File: src/rtl/shift_unit_pkg.sv
// Shared types for the shift/rotate unit: operation codes and controller states.
package shift_unit_pkg;

    typedef enum logic [2:0] {
        OP_ROL  = 3'b000,
        OP_ROR  = 3'b001,
        OP_RCL  = 3'b010,
        OP_RCR  = 3'b011,
        OP_SLL  = 3'b100,
        OP_SRL  = 3'b101,
        OP_SRA  = 3'b110,
        OP_LOAD = 3'b111
    } op_t;

    typedef enum logic [1:0] {
        ST_IDLE,
        ST_SHIFT,
        ST_DONE
    } state_t;

endpackage

File: src/rtl/shift_step.sv
// Combinational single-bit shift/rotate step; LOAD passes data and carry through.
module shift_step
    import shift_unit_pkg::*;
#(
    parameter int WIDTH = 8
) (
    input  op_t              op,
    input  logic [WIDTH-1:0] data,
    input  logic             carry,
    output logic [WIDTH-1:0] next_data,
    output logic             next_carry
);

    // NOTE: every always_comb output gets a default first so no path can infer a latch.
    always_comb begin
        next_data  = data;
        next_carry = carry;
        case (op)
            OP_ROL: begin
                next_data  = {data[WIDTH-2:0], data[WIDTH-1]};
                next_carry = data[WIDTH-1];
            end
            OP_ROR: begin
                next_data  = {data[0], data[WIDTH-1:1]};
                next_carry = data[0];
            end
            OP_RCL: begin
                next_data  = {data[WIDTH-2:0], carry};
                next_carry = data[WIDTH-1];
            end
            OP_RCR: begin
                next_data  = {carry, data[WIDTH-1:1]};
                next_carry = data[0];
            end
            OP_SLL: begin
                next_data  = {data[WIDTH-2:0], 1'b0};
                next_carry = data[WIDTH-1];
            end
            OP_SRL: begin
                next_data  = {1'b0, data[WIDTH-1:1]};
                next_carry = data[0];
            end
            OP_SRA: begin
                next_data  = {data[WIDTH-1], data[WIDTH-1:1]};
                next_carry = data[0];
            end
            default: begin
                next_data  = data;
                next_carry = carry;
            end
        endcase
    end

endmodule

File: src/rtl/shift_unit.sv
// Multi-mode shift/rotate unit with start/busy/done handshake, one bit per clock.
// Defining SHIFT_UNIT_FAST_EN computes the whole result in the start cycle instead.
module shift_unit
    import shift_unit_pkg::*;
#(
    parameter  int WIDTH = 8,
    localparam int AW    = $clog2(WIDTH)
) (
    input  logic             clk,
    input  logic             rst,
    input  logic             start,
    input  logic [2:0]       op,
    input  logic [AW-1:0]    amt,
    input  logic [WIDTH-1:0] din,
    input  logic             cin,
    output logic             busy,
    output logic             done,
    output logic [WIDTH-1:0] dout,
    output logic             cout
);

    state_t state;
    state_t next_state;
    logic   accept;

    assign accept = (state == ST_IDLE) && start;

`ifdef SHIFT_UNIT_FAST_EN
    // Stage k of the chain holds the operand after k single-bit steps.
    logic [WIDTH-1:0] chain_data  [WIDTH];
    logic             chain_carry [WIDTH];
    logic [WIDTH-1:0] fast_data;
    logic             fast_carry;

    assign chain_data[0]  = din;
    assign chain_carry[0] = cin;

    for (genvar k = 1; k < WIDTH; k++) begin : g_chain
        shift_step #(.WIDTH(WIDTH)) u_step (
            .op         (op_t'(op)),
            .data       (chain_data[k-1]),
            .carry      (chain_carry[k-1]),
            .next_data  (chain_data[k]),
            .next_carry (chain_carry[k])
        );
    end

    always_comb begin
        fast_data  = chain_data[amt];
        fast_carry = chain_carry[amt];
        if (op_t'(op) == OP_LOAD) begin
            fast_data  = din;
            fast_carry = cin;
        end
    end

    assign busy = 1'b0;
`else
    op_t              op_q;
    logic [AW-1:0]    count;
    logic [WIDTH-1:0] step_data;
    logic             step_carry;

    shift_step #(.WIDTH(WIDTH)) u_step (
        .op         (op_q),
        .data       (dout),
        .carry      (cout),
        .next_data  (step_data),
        .next_carry (step_carry)
    );
`endif

    always_comb begin
        next_state = state;
        case (state)
            ST_IDLE: begin
                if (start) begin
`ifdef SHIFT_UNIT_FAST_EN
                    next_state = ST_DONE;
`else
                    next_state = (amt == '0 || op_t'(op) == OP_LOAD) ? ST_DONE : ST_SHIFT;
`endif
                end
            end
`ifndef SHIFT_UNIT_FAST_EN
            ST_SHIFT: begin
                if (count == AW'(1)) next_state = ST_DONE;
            end
`endif
            ST_DONE: next_state = ST_IDLE;
            default: next_state = ST_IDLE;
        endcase
    end

    // NOTE: state is assigned with <= only, so every flop samples pre-edge values.
    always_ff @(posedge clk or posedge rst) begin
        if (rst) begin
            state <= ST_IDLE;
            done  <= 1'b0;
            dout  <= '0;
            cout  <= 1'b0;
`ifndef SHIFT_UNIT_FAST_EN
            busy  <= 1'b0;
            count <= '0;
            op_q  <= OP_ROL;
`endif
        end else begin
            state <= next_state;
            done  <= (next_state == ST_DONE);
`ifdef SHIFT_UNIT_FAST_EN
            if (accept) begin
                dout <= fast_data;
                cout <= fast_carry;
            end
`else
            busy <= (next_state == ST_SHIFT);
            if (accept) begin
                dout  <= din;
                cout  <= cin;
                count <= amt;
                op_q  <= op_t'(op);
            end else if (state == ST_SHIFT) begin
                dout  <= step_data;
                cout  <= step_carry;
                count <= count - AW'(1);
            end
`endif
        end
    end

endmodule

File: config.mk
export PLATFORM = sky130hd
export DESIGN_NAME = shift_unit
export DESIGN_NICKNAME = d
export VERILOG_FILES = /design/src/rtl/shift_unit_pkg.sv /design/src/rtl/shift_step.sv /design/src/rtl/shift_unit.sv
export SDC_FILE = /design/constraint.sdc
export NUM_CORES = 1
export LEC_CHECK = 0
export BUFFER_PORTS_ARGS = -buffer_cell sky130_fd_sc_hd__buf_2
export CAP_MARGIN = 30
export CORE_MARGIN = 3
export CORE_UTILIZATION = 30
export DETAILED_ROUTE_END_ITERATION = 6
export PLACE_DENSITY_LB_ADDON = 0.12
export SYNTH_ARGS = -nofsm -noshare
export SYNTH_HDL_FRONTEND = slang
export SYNTH_SLANG_ARGS = --single-unit
File: constraint.sdc
create_clock -name clk -period 1.4 [get_ports clk]
set_input_delay 0 -clock clk [delete_from_list [all_inputs] [get_ports clk]]
set_output_delay 0 -clock clk [all_outputs]
set_load 0.02 [all_outputs]
==> metrics.txt, run 1 <==
critical path class flip-flop to flip-flop; P&R area growth vs syn 50.35%; Hold Path Class input pin to flip-flop; Area after DPL 1359 µm²; register area 479.2 µm²; status complete, no violations; post-synth top area share 44.29%; placed cells 191; Max Cap Violations 0; period utilisation layout 97.84%; syn nets 129; std cell rows 21; CTS Sinks 19; Max IR drop VDD 817.7 µV; drt pass-1 iters 5; antenna violations before repair 0; I/O pin count 29; Worst Path Arrival 1580 ps; Root Buffer clkbuf_4; remaining antenna violation count 0; post-synthesis sequential area ratio 44.29%; Remaining DRCs 0; largest area contributor in the netlist dfrtp_1; total CTS buffers 3; # fillers 321; Worst setup SP type flip-flop; IO Port Bufs 28; area occupied by multi-input gates 611.8 µm²; Mapped Cells 109; Int Pwr 0.002109 W; Inserted Diodes 0; clk_skew 13.77 ps; Die Y 65.82 µm; CP max FO 7; switching part of the total 43.41%; Syn Std Cell Area 1074 µm²; Initial Utilization 31.67%; Yosys cell types 30; Final Non-Filler Cells 210; Slew Limit Fails 0; Comb power frac 62.1%; relative max-transition margin 64.32%; clock share of power 7.7%; clk_lat worst skew 300 ps; Leak 0.7648 nW; via count 1012; core footprint 3390 µm²; Via density 4.819; largest net degree at the start of global routing 20; vias in the first global route 993; power share of the sequential group 30.1%; fmax 730.1 MHz; Total GRT Usage 14.05%; Final #Nets 185; htree depth 1; crit end category flip-flop; Detailed Route WL 2814 µm; gpl congestion 0.7905; Yosys reg bits 19; Die W 65.82 µm; Pwr per Cell Area 2309 nW/µm²; Final Hold Vio Count 0; CTS tree yes; final core occ 47.62%; post-route minimum period 1370 ps; Synth Warn # 0; final instance area 1614 µm²; top post-synthesis cells by area dfrtp_1 (44%), mux2i_1 (9.3%), a22oi_1 (4.9%); Worst Path Required 1610 ps; Slew @ Worst Pin 530.7 ps; clk buf depth 2; die footprint 4332 µm²; layout cells sized above 1 42.68%; Starting DRT DRC Count 58; first-pass GRT wire length 4719 µm; final setup vio count 0; Clock transition at path regs 120 ps; Post-Syn Area per Cell 9.849 µm²; total grt overflow 0; unrepaired setup endpoints after global routing true; routed length per instance 13.40 µm; NetSw 0.001618 W; Detailed Place HPWL 2013 µm
==> Yosys cell counts (all sizes together) <==
cell	count
nor3b	2
nor2	5
a31oi	1
o22a	1
nand3	1
clkbuf	1
nand2b	4
a21oi	7
a22oi	7
o31ai	2
ha	2
o21ai	11
o22ai	2
inv	6
xnor2	1
o21bai	1
a41o	1
nor2b	1
dfrtp	19
mux2i	10
nand2	13
a211oi	1
buf	5
or3b	2
a32o	2
o311a	1
==> per-stage QoR <==
step	hold WS (ps)	power [W]	setup WS [ps]	setup TNS [ps]
2_1_floorplan	-48.87	0.002413	48.38	0
3_3_place_gp	38.94	0.003134	46.44	0
3_5_place_dp	44.94	0.003137	14.34	0
4_1_cts	40.13	0.003471	13.14	0
5_1_grt	50.30	0.004042	-35.25	-88.08
6_report	42.36	0.003727	30.30	0
==> power by group through the flow <==
stage / Combinational [W] / Clock [W] / Sequential [W]
floorplan: 0.00121 / 0 / 0.00120
global route: 0.00255 / 0.000329 / 0.00117
finish: 0.00232 / 0.000288 / 0.00112
CTS: 0.00209 / 0.000299 / 0.00108
detailed placement: 0.00205 / 0 / 0.00109
global placement: 0.00205 / 0 / 0.00108
==> state kept, by name, indices dropped and copies added, names as in the netlist <==
name	cells
dout	8
count	3
op_q	3
state	2
busy	1
cout	1
done	1
==> timing repair <==
item | CTS | global route
hold buffers | 12 | 0
cloned | 0 | 1
endpoints found under the setup margin | 1 | 9
endpoints found under the hold margin | 30 | 0
gates resized for setup | 1 | 22
setup buffers | 0 | 2
pin swaps | 0 | 7
==> cell usage in the layout, fill, tap and decap left out, drive strengths merged, types with 2 or more instances in the layout <==
cell type and count:
a21oi 7, a22oi 7, clkbuf 3, ha 2, o31ai 2, nand2 13, mux2i 10, dfrtp 19
a32o 2, nor3b 2, dlygate4sd3 12, nor2 5, or3b 2, o21ai 11, nand2b 4, inv 6
o22ai 2, buf 45
==> metal layers <==
metal  part of all wire (%)  track usage (%)  routed length [µm]  up-vias
li1                       -                -                   -      506
met5                      0                0                   0        -
met3                    3.4            3.741                  97        2
met2                     48            23.03                1344       23
met1                     48            18.76                1353      481
met4                   0.68            2.332                  19        0
==> kinds of logic (layout without fill, tap and decap cells) <==
| family | after synthesis | count (layout) | share of synthesized area (%) |
|---|---|---|---|
| simple gates | 28 | 28 | 13.40 |
| fa+ha+maj | 2 | 2 | 2.331 |
| buf+inv | 12 | 67 | 4.894 |
| xor+xnor | 1 | 1 | 2.564 |
| mux | 10 | 10 | 9.324 |
| compound gates | 37 | 37 | 23.19 |
| flops | 19 | 19 | 44.29 |
==> path summary, 6_finish.rpt <==
| check | startpoint | to | slack (ps) | cells after the start |
|---|---|---|---|---|
| setup / recovery | state[0] | dout[0] | 30 | 4 |
| hold / removal | din[0] | dout[0] | 40 | 3 |
| setup reg to reg | state[0] | dout[0] | 30 | 4 |
| hold reg to reg | count[2] | count[2] | 550 | 1 |
| max in group asynchronous | rst | op_q[0] | 910 | 4 |
| min in group asynchronous | rst | dout[4] | 240 | 4 |
==> critical path, cell delays in order (launching register included) <==
cell	delay [ps]
dfrtp_2	470
or3b_4	440
o21ai_2	90
a211oi_2	60
o31ai_2	210
==> final cells by class <==
| class | count | share of cell area, % |
|---|---|---|
| timing repair buffer | 57 | 25.74 |
| inverter | 6 | 1.395 |
| clock inverter | 1 | 0.3101 |
| tap | 46 | 3.566 |
| multi-input combinational | 78 | 37.91 |
| clock buffer | 3 | 1.395 |
| sequential | 19 | 29.69 |
Power figures use the tool's default switching activity.
==> inputs of run 2 (changes only) <==
--- a/config.mk
+++ b/config.mk
@@ -7,10 +7,12 @@
 export LEC_CHECK = 0
 export BUFFER_PORTS_ARGS = -buffer_cell sky130_fd_sc_hd__buf_2
 export CAP_MARGIN = 30
+export CELL_PAD_IN_SITES_DETAIL_PLACEMENT = 1
+export CELL_PAD_IN_SITES_GLOBAL_PLACEMENT = 2
 export CORE_MARGIN = 3
 export CORE_UTILIZATION = 30
 export DETAILED_ROUTE_END_ITERATION = 6
-export PLACE_DENSITY_LB_ADDON = 0.12
+export PLACE_DENSITY = 0.83
 export SYNTH_ARGS = -nofsm -noshare
 export SYNTH_HDL_FRONTEND = slang
 export SYNTH_SLANG_ARGS = --single-unit
==> constraint.sdc (replaced) <==
create_clock -name clk -period 1.3 [get_ports clk]
set_input_delay 0 -clock clk [delete_from_list [all_inputs] [get_ports clk]]
set_output_delay 0 -clock clk [all_outputs]
set_load 0.02 [all_outputs]
==> run 2 against run 1 <==
  * The run now ends with setup timing left
  * Fmax is 1.9% lower
  * Clock skew shrank 12 ps
  * Core utilization rose by 4.2 points
  * Combinational power is 31% higher
  * Critical path depth unchanged
  * Via count grew 8.3%
  * Sequential share of layout area decreased by 2.4 points
  * Highest routed layer unchanged
  * First-iteration DRC count decreased by 41%
  * Power up 24%
  * Critical path type unchanged
  * Clock power rose by 7%
==> metrics.txt, run 2 (synthesized netlist as in run 1, its figures left out) <==
vias in the first global route 1152; flop-to-flop setup slack -100 ps; status finished, violations left; routed length per instance 16.74 µm; failing checks setup timing; most frequent cells in the layout buf_2 (28), buf_4 (16), dfrtp_1 (15); FF-to-FF Start state[1]; Slew Limit Fails 0; final setup vio count 8; Total GRT Usage 17.13%; htree depth 1; unrepaired setup endpoints after global routing true; max incr delay on CP 440 ps; Slowest-stage cell, CP dfrtp_1; Detailed Route WL 3649 µm; P&R area growth vs syn 63.75%; Detailed Place HPWL 2393 µm; antenna violations before repair 0; std cell rows 21; period utilisation layout 107.4%; Clock transition at path regs 110 ps; Max Cap Violations 0; min-delay src din[0]; remaining antenna violation count 0; Root Buffer clkbuf_4; WHS 52.95 ps; largest net degree at the start of global routing 20; I/O pin count 29; Inserted Diodes 0; final setup margin -95.99 ps; Remaining DRCs 0; post-route minimum period 1396 ps; Initial Utilization 31.67%; Worst setup SP type flip-flop; die footprint 4332 µm²; Max IR drop VDD 801.6 µV; CTS Sinks 19; Slew @ Worst Pin 689.5 ps; via count 1096; crit end category flip-flop; clk buf depth 2; Die W 65.82 µm; gpl congestion 0.7870; Largest regs dout x8, count x3, op_q x3; Hold Path Depth 3; max reg flops 8; Biggest register dout; Pwr per Cell Area 2621 nW/µm²; fmax 716.3 MHz; layout cells sized above 1 54.07%; total grt overflow 0; Cell Chain, Critical Path o21bai_4 -> a41o_4 -> nand2b_4 -> o21ai_1; clk_lat worst skew 290 ps; Starting DRT DRC Count 34; Worst Path Required 1510 ps; IO Port Bufs 28; Final #Nets 193; CTS tree yes; Die Y 65.82 µm; first-pass GRT wire length 5692 µm; final instance area 1758 µm²; dpl ws -154.4 ps; most common cell after layout, fill and taps aside buf_2; Leak 0.8168 nW; Area after DPL 1370 µm²; Reg-to-Reg End dout[2]; WHS Endpoint dout[0]; critical path class flip-flop to flip-flop; Power, Total 0.004608 W; Hold Path Class input pin to flip-flop; final core occ 51.86%; core footprint 3390 µm²; clk_skew 1.664 ps; R2R cell count 4; Final Hold Vio Count 0; Worst Path Arrival 1610 ps; drt pass-1 iters 4; total CTS buffers 3; CP max FO 7; Via density 5.028; relative max-transition margin 53.64%
-- run 2: cell type report --
class / count / area (µm²)
sequential: 19 / 480.5
fill: 378 / 1632
clock buffer: 4 / 26.28
timing repair buffer: 64 / 479.2
tap: 46 / 57.56
inverter: 6 / 22.52
multi-input combinational: 79 / 691.9
-- run 2: how the worst max path moves through the flow --
| stage | from | endpoint | slack, ps |
|---|---|---|---|
| finish | state[1] | dout[2] | -100 |
| global route | state[1] | dout[2] | -150 |
| CTS | state[1] | dout[2] | -50 |
| detailed placement | state[0] | dout[0] | -150 |
| global placement | state[0] | dout[0] | -130 |
| floorplan | dout[7] | dout[0] | -30 |
-- run 2: power breakdown --
part / switching (W) / internal, W
Combinational: 0.00149 / 0.00156
Clock: 0.000188 / 0.000119
Sequential: 0.000365 / 0.000892
-- run 2: per-stage QoR --
stage | std cells | setup TNS, ps
after global routing | 218 | -807.4
after CTS | 211 | -251.0
final | 218 | -237.3
after detailed placement | 191 | -1804
after floorplan | 109 | -25.98
after global placement | 191 | -780.6
-- run 2: critical path: cells and delay by family (launching register included) --
kind	cells	cell delay (ps)
AOI/OAI and AO/OA	3	670
DFF	1	440
and+or+nand+nor	1	200
-- run 2: timing repair --
action / 4_1_cts / 5_1_grt
setup buffers: 3 / 6
endpoints found under the hold margin: 30 / 0
hold buffers: 12 / 0
cloned: 1 / 1
setup endpoints to repair: 16 / 17
pin swaps: 6 / 6
gates resized for setup: 21 / 24
-- run 2: routing by layer --
metal / share of wire [%] / global-route usage, % / vias up / wire length [µm]
met4: 0.38 / 3.886 / 0 / 14
met3: 2.8 / 2.381 / 2 / 101
met1: 45 / 22.52 / 557 / 1638
met2: 52 / 29.54 / 14 / 1893
met5: 0 / 0 / - / 0
li1: - / - / 523 / -
==> inputs of run 3 (changes only) <==
--- a/config.mk
+++ b/config.mk
@@ -12,7 +12,8 @@
 export CORE_MARGIN = 3
 export CORE_UTILIZATION = 30
 export DETAILED_ROUTE_END_ITERATION = 6
-export PLACE_DENSITY = 0.83
+export PLACE_DENSITY = 0.81
 export SYNTH_ARGS = -nofsm -noshare
 export SYNTH_HDL_FRONTEND = slang
+export SYNTH_HIERARCHICAL = 1
 export SYNTH_SLANG_ARGS = --single-unit
==> run 3 against run 2 <==
  * The run still ends with setup timing left
  * Non-clock buffer count fell by 8
  * Fmax fell by 2.5%
  * Via count rose by 12%
  * Power rose by 0.66%
  * Clock power rose by 43%
  * Global-route usage fell by 1.2 points
  * Core utilization fell by 8.3 points
  * Critical path depth rose by 2
  * Hold slack got worse by 53 ps
  * Sequential share of layout area rose by 1.3 points
  * Register-to-register slack got worse by 40 ps
==> metrics.txt, run 3 <==
Largest regs dout x8, count x3, op_q x3; unrepaired setup endpoints after global routing true; max incr delay on CP 480 ps; Reg-to-Reg End dout[1]; max reg flops 8; drt pass-1 iters 4; htree depth 1; Die Y 70.39 µm; Worst setup SP type flip-flop; remaining antenna violation count 0; total grt overflow 0; Initial Utilization 32.50%; Pwr per Cell Area 2781 nW/µm²; crit end category flip-flop; Die W 70.39 µm; vias in the first global route 1289; Worst path most repeated cell o21ai_1; first-pass GRT wire length 6313 µm; # fillers 461; Worst Path Arrival 1590 ps; post-synth top area share 38.23%; std cell rows 22; final setup margin -131.9 ps; most frequent cell after synthesis o21ai_0; most common cell after layout, fill and taps aside buf_2; CP endpoint dout[1]; Leak 0.8134 nW; critical path class flip-flop to flip-flop; relative max-transition margin 81.94%; WHS 0.4503 ps; post-synthesis sequential area ratio 38.23%; top post-synthesis cells by area dfrtp_1 (38%), o21ai_0 (8.9%), mux2i_1 (7.2%); CP max FO 14; Via density 5.349; Final #Nets 202; top cells by count, synth o21ai_0 (22), dfrtp_1 (19), nand2_1 (12), a22oi_1 (9), mux2i_1 (9); total CTS buffers 3; asr flop ratio synth 100.0%; Slew @ Worst Pin 268.1 ps; worst setup path start op_q[1]; flop-to-flop setup slack -130 ps; Synth Warn # 6; FF-to-FF Start op_q[1]; Yosys cell types 34; most frequent cells in the layout buf_2 (28), buf_4 (21), dfrtp_1 (17); dpl ws -156.8 ps; via count 1225; Power, Total 0.004638 W; I/O pin count 29; largest area contributor in the netlist dfrtp_1; Mapped Cells 132; R2R cell count 6; Yosys reg bits 19; Slowest-stage cell, CP dfrtp_2; Area after DPL 1535 µm²; Max IR drop VDD 1139 µV; final core occ 43.59%; min-delay src din[0]; Remaining DRCs 0; syn nets 152; fmax 698.4 MHz; IO Port Bufs 28; antenna violations before repair 0; period utilisation layout 110.1%; Detailed Place HPWL 2778 µm; core footprint 3826 µm²; final setup vio count 9; Inserted Diodes 0; failing checks setup timing; P&R area growth vs syn 34.10%; Detailed Route WL 3773 µm; Clock transition at path regs 80 ps; number of flops mapped to enable cells by yosys 0; Final Hold Vio Count 0; post-route minimum period 1432 ps; clk_skew 4.792 ps; clk_lat worst skew 270 ps; Total GRT Usage 15.96%; gpl congestion 0.8070; clk buf depth 2; Root Buffer clkbuf_8; Starting DRT DRC Count 63; Worst Path Required 1460 ps; final instance area 1668 µm²; largest net degree at the start of global routing 20; CTS Sinks 19; Syn Std Cell Area 1244 µm²; Slew Limit Fails 0; Hold Path Class input pin to flip-flop; Primary FF master, synth dfrtp_1; Biggest register dout; status finished, violations left; Max Cap Violations 0; layout cells sized above 1 40.33%; Cell Chain, Critical Path nand2_4 -> buf_12 -> mux2i_1 -> o21ai_1 -> a22oi_1 -> o21ai_1; Post-Syn Area per Cell 9.422 µm²; CTS tree yes; die footprint 4954 µm²; routed length per instance 16.48 µm
run 3: cells by family after synthesis:
kind of cell             count (synthesis)  synth area share, %
multiplexers                            13                11.77
adder cells (fa/ha/maj)                  2                2.012
flip-flops                              19                38.23
AO/OA/AOI/OAI                           56                28.67
buffers and inverters                   18                9.054
AND/OR/NAND/NOR                         24                10.26
run 3: worst min path at each step:
stage                         end  slack, ps  cells past startpoint
final                     dout[0]        0.5                      3
after global routing      dout[6]         30                      3
after global placement       busy         40                      3
after floorplan              busy        -50                      1
after detailed placement     busy         50                      3
after CTS                 dout[0]         10                      3
run 3: cell type report:
type / count / area, µm² / area share (%)
inverters: 7 / 26.28 / 1.575
clock inverters: 1 / 5.005 / 0.3001
repair buffers: 56 / 380.4 / 22.81
clock buffers: 3 / 41.29 / 2.476
flip-flops and latches: 19 / 478.0 / 28.66
well taps: 48 / 60.06 / 3.601
multi-input cells: 95 / 676.9 / 40.59
run 3: repair_timing:
item / CTS / global route
cloned: 0 / 0
hold buffers: 4 / 0
setup buffers: 1 / 1
resized for setup: 5 / 12
setup endpoints to repair: 9 / 9
hold endpoints to repair: 22 / 0
pin swaps: 1 / 11
run 3: where the power goes:
group          switching (W)  leakage (nW)  total [W]  internal, W
sequential          0.000342         0.233    0.00123     0.000889
combinational        0.00149         0.555    0.00297      0.00147
clock               0.000226        0.0255   0.000440     0.000214
run 3: per-layer routing:
metal,global-route usage (%),part of all wire [%]
met1,20.69,47
met2,27.13,49
met3,3.022,3.4
met4,3.830,0.98
met5,0,0
run 3: worst max-delay path, delay by kind of cell (launching register included):
kind	cells	cell delay (ps)
DFF	1	480
AOI/OAI and AO/OA	3	360
muxes	1	240
buffers and inverters	1	140
and+or+nand+nor	1	110
run 3: stage by stage:
step	TNS [ps]	instances
2_1_floorplan	-211.0	132
3_3_place_gp	-935.2	219
3_5_place_dp	-1225	219
4_1_cts	-882.8	228
5_1_grt	-1645	229
6_report	-907.1	229
